<file path="src/rtl/seq_pkg.sv">
// Shared constants for the serial pattern detector: FSM encoding, default
// geometry and the fill-counter width helper.
package seq_pkg;

  localparam logic [0:0] ST_FILL  = 1'b0;
  localparam logic [0:0] ST_ARMED = 1'b1;

  localparam int unsigned DEF_WIDTH   = 4;
  localparam logic [3:0]  DEF_PATTERN = 4'b1011;
  localparam int unsigned DEF_CNT_W   = 8;

  // Bits needed to count 0..width accepted bits.
  function automatic int unsigned fill_cnt_w(input int unsigned width);
    return $clog2(width + 1);
  endfunction

endpackage

</file>
<file path="src/rtl/sipo_shreg.sv">
// Serial-in parallel-out shift register with enable; newest bit enters at LSB.
module sipo_shreg
  import seq_pkg::*;
#(
  parameter int unsigned WIDTH = DEF_WIDTH
) (
  input  logic             clk,
  input  logic             rst,
  input  logic             en,
  input  logic             din,
  output logic [WIDTH-1:0] q
);

  logic [WIDTH-1:0] q_q;

  always_ff @(posedge clk) begin
    if (rst) begin
      q_q <= '0;
    end else if (en) begin
      q_q <= {q_q[WIDTH-2:0], din};
    end
  end

  assign q = q_q;

endmodule

</file>
<file path="src/rtl/seq_detector.sv">
// Serial pattern detector: windows the qualified bit stream, pulses match on
// detection and keeps a saturating match count.
module seq_detector
  import seq_pkg::*;
#(
  parameter int unsigned      WIDTH   = DEF_WIDTH,
  parameter logic [WIDTH-1:0] PATTERN = WIDTH'(DEF_PATTERN),
  parameter int unsigned      CNT_W   = DEF_CNT_W,
  parameter bit               OVERLAP = 1'b1
) (
  input  logic             clk,
  input  logic             rst,
  input  logic             din,
  input  logic             din_valid,
  input  logic             clear_cnt,
  output logic [WIDTH-1:0] window,
  output logic             armed,
  output logic             match,
  output logic [CNT_W-1:0] match_cnt
);

  localparam int unsigned       FILL_W    = fill_cnt_w(WIDTH);
  localparam logic [FILL_W-1:0] FILL_FULL = FILL_W'(WIDTH);
  localparam logic [FILL_W-1:0] FILL_LAST = FILL_W'(WIDTH - 1);
  localparam logic [CNT_W-1:0]  CNT_MAX   = {CNT_W{1'b1}};

  logic [0:0]        state_q, state_d;
  logic [FILL_W-1:0] fill_q, fill_d;
  logic              armed_q, armed_d;
  logic              match_q, match_d;
  logic [CNT_W-1:0]  cnt_q, cnt_d;
  logic [WIDTH-1:0]  win;
  logic [WIDTH-1:0]  next_win_c;
  logic              hit_c;

  sipo_shreg #(.WIDTH(WIDTH)) u_shreg (
    .clk (clk),
    .rst (rst),
    .en  (din_valid),
    .din (din),
    .q   (win)
  );

  // Compare against the window as it will look after this edge.
  assign next_win_c = {win[WIDTH-2:0], din};

  always_ff @(posedge clk) begin
    if (rst) begin
      state_q <= ST_FILL;
      fill_q  <= '0;
      armed_q <= 1'b0;
      match_q <= 1'b0;
      cnt_q   <= '0;
    end else begin
      state_q <= state_d;
      fill_q  <= fill_d;
      armed_q <= armed_d;
      match_q <= match_d;
      cnt_q   <= cnt_d;
    end
  end

  always_comb begin
    state_d = state_q;
    fill_d  = fill_q;
    cnt_d   = cnt_q;
    hit_c   = 1'b0;

    if (din_valid) begin
      hit_c = (next_win_c == PATTERN) &&
              ((state_q == ST_ARMED) || (fill_q == FILL_LAST));
      if (fill_q != FILL_FULL) begin
        fill_d = fill_q + FILL_W'(1);
      end
      if (fill_q == FILL_LAST) begin
        state_d = ST_ARMED;
      end
      // Non-overlapping mode discards the window and waits for a full refill.
      if (hit_c && !OVERLAP) begin
        fill_d  = '0;
        state_d = ST_FILL;
      end
    end

    match_d = hit_c;
    armed_d = (state_d == ST_ARMED);

    // A clear coinciding with a match keeps that match.
    if (clear_cnt) begin
      cnt_d = CNT_W'(hit_c);
    end else if (hit_c && (cnt_q != CNT_MAX)) begin
      cnt_d = cnt_q + CNT_W'(1);
    end
  end

  assign window    = win;
  assign armed     = armed_q;
  assign match     = match_q;
  assign match_cnt = cnt_q;

endmodule

</file>
<file path="config.mk">
export PLATFORM = sky130hd
export DESIGN_NAME = seq_detector
export DESIGN_NICKNAME = d
export VERILOG_FILES = /design/src/rtl/seq_pkg.sv /design/src/rtl/sipo_shreg.sv /design/src/rtl/seq_detector.sv
export SDC_FILE = /design/constraint.sdc
export NUM_CORES = 1
export LEC_CHECK = 0
export BUFFER_PORTS_ARGS = -buffer_cell sky130_fd_sc_hd__buf_2
export CAP_MARGIN = 10
export CORE_MARGIN = 4
export CORE_UTILIZATION = 50
export DETAILED_ROUTE_END_ITERATION = 10
export PLACE_DENSITY = 0.75
export SLEW_MARGIN = 0
export SYNTH_ARGS = -nofsm -noshare
export SYNTH_HDL_FRONTEND = slang
export SYNTH_SLANG_ARGS = --single-unit
</file>
<file path="constraint.sdc">
create_clock -name clk -period 3.1 [get_ports clk]
set_clock_uncertainty 0.15 [all_clocks]
set_input_delay 0.62 -clock clk [delete_from_list [all_inputs] [get_ports clk]]
set_output_delay 0.62 -clock clk [all_outputs]
set_load 0.02 [all_outputs]
</file>
==> flow_summary.yaml <==
critical_path:
  arrival_ns: 2.16
  critPathMaxFanout: 13
  reg2reg_to: "match_cnt[3]"
  cpMostUsedCell: "ha_1"
  cp_cell_sequence: "ha_1 -> ha_1 -> nor2_1 -> or3_4 -> or4_1 -> a21oi_1"
  worst_path_max_delay_cell: "or4_1"
  worstSetupEndpointType: "register"
  slowest_delay_ns: 0.52
  required_ns: 3.19
  crit_family: "simple AND/OR/NAND/NOR gates"
  reg2regPathDepth: 6
  ff2ff_setup_slack_ns: 1.03
  critPathLaunchType: "register"
  reg2reg_from: "fill_q[0]"
  path_buf_inv: 0
  crit_type: "reg2reg"
clock_network:
  cts_root_buf: "clkbuf_4"
  clkSlewWorstSetupHoldPaths_ns: 0.10
  cts_inserted_buffers: 3
  cts.path.max_buffers: 2
  cts_setup_buffers: 0
  ctsResizeCount: 0
  cts_num_sinks: 17
  htreeDepth: 1
  hold_buffers: 0
  insertion_delay_ns: 0.30
  cts_tree: "built"
synthesis:
  synth_top_family_by_area: "simple AND/OR/NAND/NOR gates"
  synth-seq-area-share_pct: 41.8
  synth_cells: 92
  synthMuxAreaShare_pct: 6.15
  synth_nets: 101
  ys_seq_elements: 17
  synthAdderAreaFrac_pct: 6.15
  avgSynthCellArea_um2: 8.84
  synth_xor_area_share_pct: 1.08
  ys_types: 28
  netlist_area_um2: 813
  synth_compound_area_share_pct: 14.6
  yosysWarnings: 0
  synthSimpleGateAreaFrac_pct: 24.9
layout:
  drive_above_1_share_pct: 24.3
  post_layout_nonfiller_instances: 127
  final_nets: 121
  layout.area.seq_um2: 340
  area_growth_pct: 14.5
  multi_input_area_um2: 430
  nFillCells: 142
  layout_commonest_cell: "buf_2"
  design_area_um2: 931
  diodes: 0
  mostFrequentLayoutCells: "buf_2, dfxtp_1, nor2_1"
drt:
  met3_length_um: 86
  drt-initial-drc-count: 12
  first_pass_iters: 4
  drt-total-wl_mm: 1.56
  top_layer_used: "met4"
  ant_nets: 0
  wl_met1_um: 708
  detail_route.wl_per_cell_um: 12.3
  drc: 0
  dr_wl_met2_um: 734
  vias: 703
  viasPerCell: 5.54
global_routing:
  grt_pass1_vias: 628
  grt_pass1_wl_mm: 2.62
  grt-ovfl-total: 0
  grt_max_degree: 16
  antenna_found_initial: 0
  grtUsageTotal_pct: 13.9
place:
  place.gp.congestion: 0.854
  dpl-instance-area_um2: 903
  post-place-cells: 123
  hpwl_mm: 1.20
  portBuffers: 18
  pre_cts_ws_ns: 0.869
power:
  p_leak_nw: 0.377
  power_mw: 0.381
  peakVddDrop_mv: 0.337
  pwr-share-clk_pct: 31.9
  intPower_mw: 0.284
  p_per_area_mw_per_mm2: 409
  p_seq_share_pct: 59.8
  combPwrFrac_pct: 8.3
  sw_frac_of_total_pct: 25.3
  p_sw_mw: 0.0961
timing:
  slew_headroom_pct: 73.1
  period_share_pct: 66.8
  fin_ws_ns: 1.03
  setup_viol: 0
  fin_setup_tns_ns: 0
  max_freq_mhz: 483
  tightest_slew_ns: 0.403
  slew_viol_final: 0
  finalHoldViolCount: 0
  grt_setup_unrepaired: "false"
  finalCriticalPeriod_ns: 2.07
floorplan:
  die_w_um: 48.3
  die_area_mm2: 0.00234
  initial_core_util_pct: 53.4
  placementRows: 14
  die_y_um: 48.3
  io_pins: 19
  coreArea_mm2: 0.00152
status:
  status: "complete, no violations"
min_path:
  holdPathStages: 2
  min_path_type: "reg2reg"
  hold_end: "u_shreg.q[0]"
  hold_path_startpoint: "u_shreg.q[0]"
run:
  drv_cap: 0
-- how the worst max path moves through the flow --
stage / startpoint / end / slack (ns) / cells after the start
finish: fill_q[0] / match_cnt[3] / 1.03 / 6
detailed placement: din_valid / match_cnt[3] / 0.87 / 5
floorplan: din_valid / match_cnt[5] / 1.07 / 6
global route: fill_q[0] / match_cnt[6] / 0.94 / 6
CTS: fill_q[0] / match_cnt[3] / 1.01 / 6
global placement: din_valid / match_cnt[3] / 0.90 / 5
-- power groups by stage --
stage          combinational (mW)  sequential, mW  clock (mW)
4_1_cts                    0.0323           0.228       0.125
2_1_floorplan              0.0218           0.234           0
5_1_grt                    0.0358           0.228       0.139
6_report                   0.0317           0.227       0.121
3_5_place_dp               0.0323           0.232           0
3_3_place_gp               0.0310           0.232           0
-- layer usage --
layer	vias to the layer above	global-route usage, %
met3	2	3.99
li1	365	-
met2	22	22.4
met5	-	0
met4	0	8.29
met1	314	16.2
-- worst min-delay path: cells and delay by family (launching register included) --
| family | cells | cell delay (ns) |
|---|---|---|
| compound gates | 1 | 0.06 |
| flops | 1 | 0.35 |
| simple gates | 1 | 0.06 |
-- flip-flops by register name, summed over array words and instances (netlist names) --
name,flops
fill_q,3
match,1
armed,1
match_cnt,8
u_shreg.q,4
-- area by class of cell --
cell class,count,area share (%)
repair buffers,18,9.68
clock buffers,3,2.42
well taps,16,2.15
flip-flops and latches,17,36.6
clock inverters,1,0.538
inverters,6,2.42
multi-input cells,66,46.2
-- metrics by stage --
stage          utilization, %  hold slack [ns]
5_1_grt                  61.1            0.388
2_1_floorplan               -            0.310
6_report                 61.1            0.351
3_5_place_dp             59.3            0.339
4_1_cts                  61.1            0.354
3_3_place_gp             59.3            0.324
-- synthesized netlist by cell type (all sizes together) --
| cell type | instances | share of area, % |
|---|---|---|
| dfxtp | 17 | 42 |
| nor2 | 11 | 5.1 |
| a21oi | 9 | 5.5 |
| nand2 | 7 | 4.2 |
| inv | 6 | 2.8 |
| mux2i | 5 | 6.2 |
| or3 | 5 | 4.5 |
| ha | 4 | 6.2 |
| nand3 | 3 | 1.8 |
| o21ai | 3 | 1.8 |
| o31ai | 3 | 2.8 |
| buf | 2 | 2.0 |
| nand2b | 2 | 1.5 |
| nor3 | 2 | 1.2 |
| or2 | 2 | 1.5 |
| or4 | 2 | 1.8 |
| a2111o | 1 | 1.4 |
| a21boi | 1 | 0.92 |
| clkbuf | 1 | 0.46 |
| nand3b | 1 | 0.92 |
| nand4 | 1 | 0.77 |
| nor4 | 1 | 1.5 |
| o311ai | 1 | 1.1 |
| o41ai | 1 | 1.1 |
| xnor2 | 1 | 1.1 |
-- kinds of logic (layout without fill, tap and decap cells) --
family	after synthesis	in the layout
simple gates	37	37
compound gates	19	19
flops	17	17
buf+inv	9	28
mux	5	5
fa+ha+maj	4	4
xor+xnor	1	1
Power figures use the tool's default switching activity.
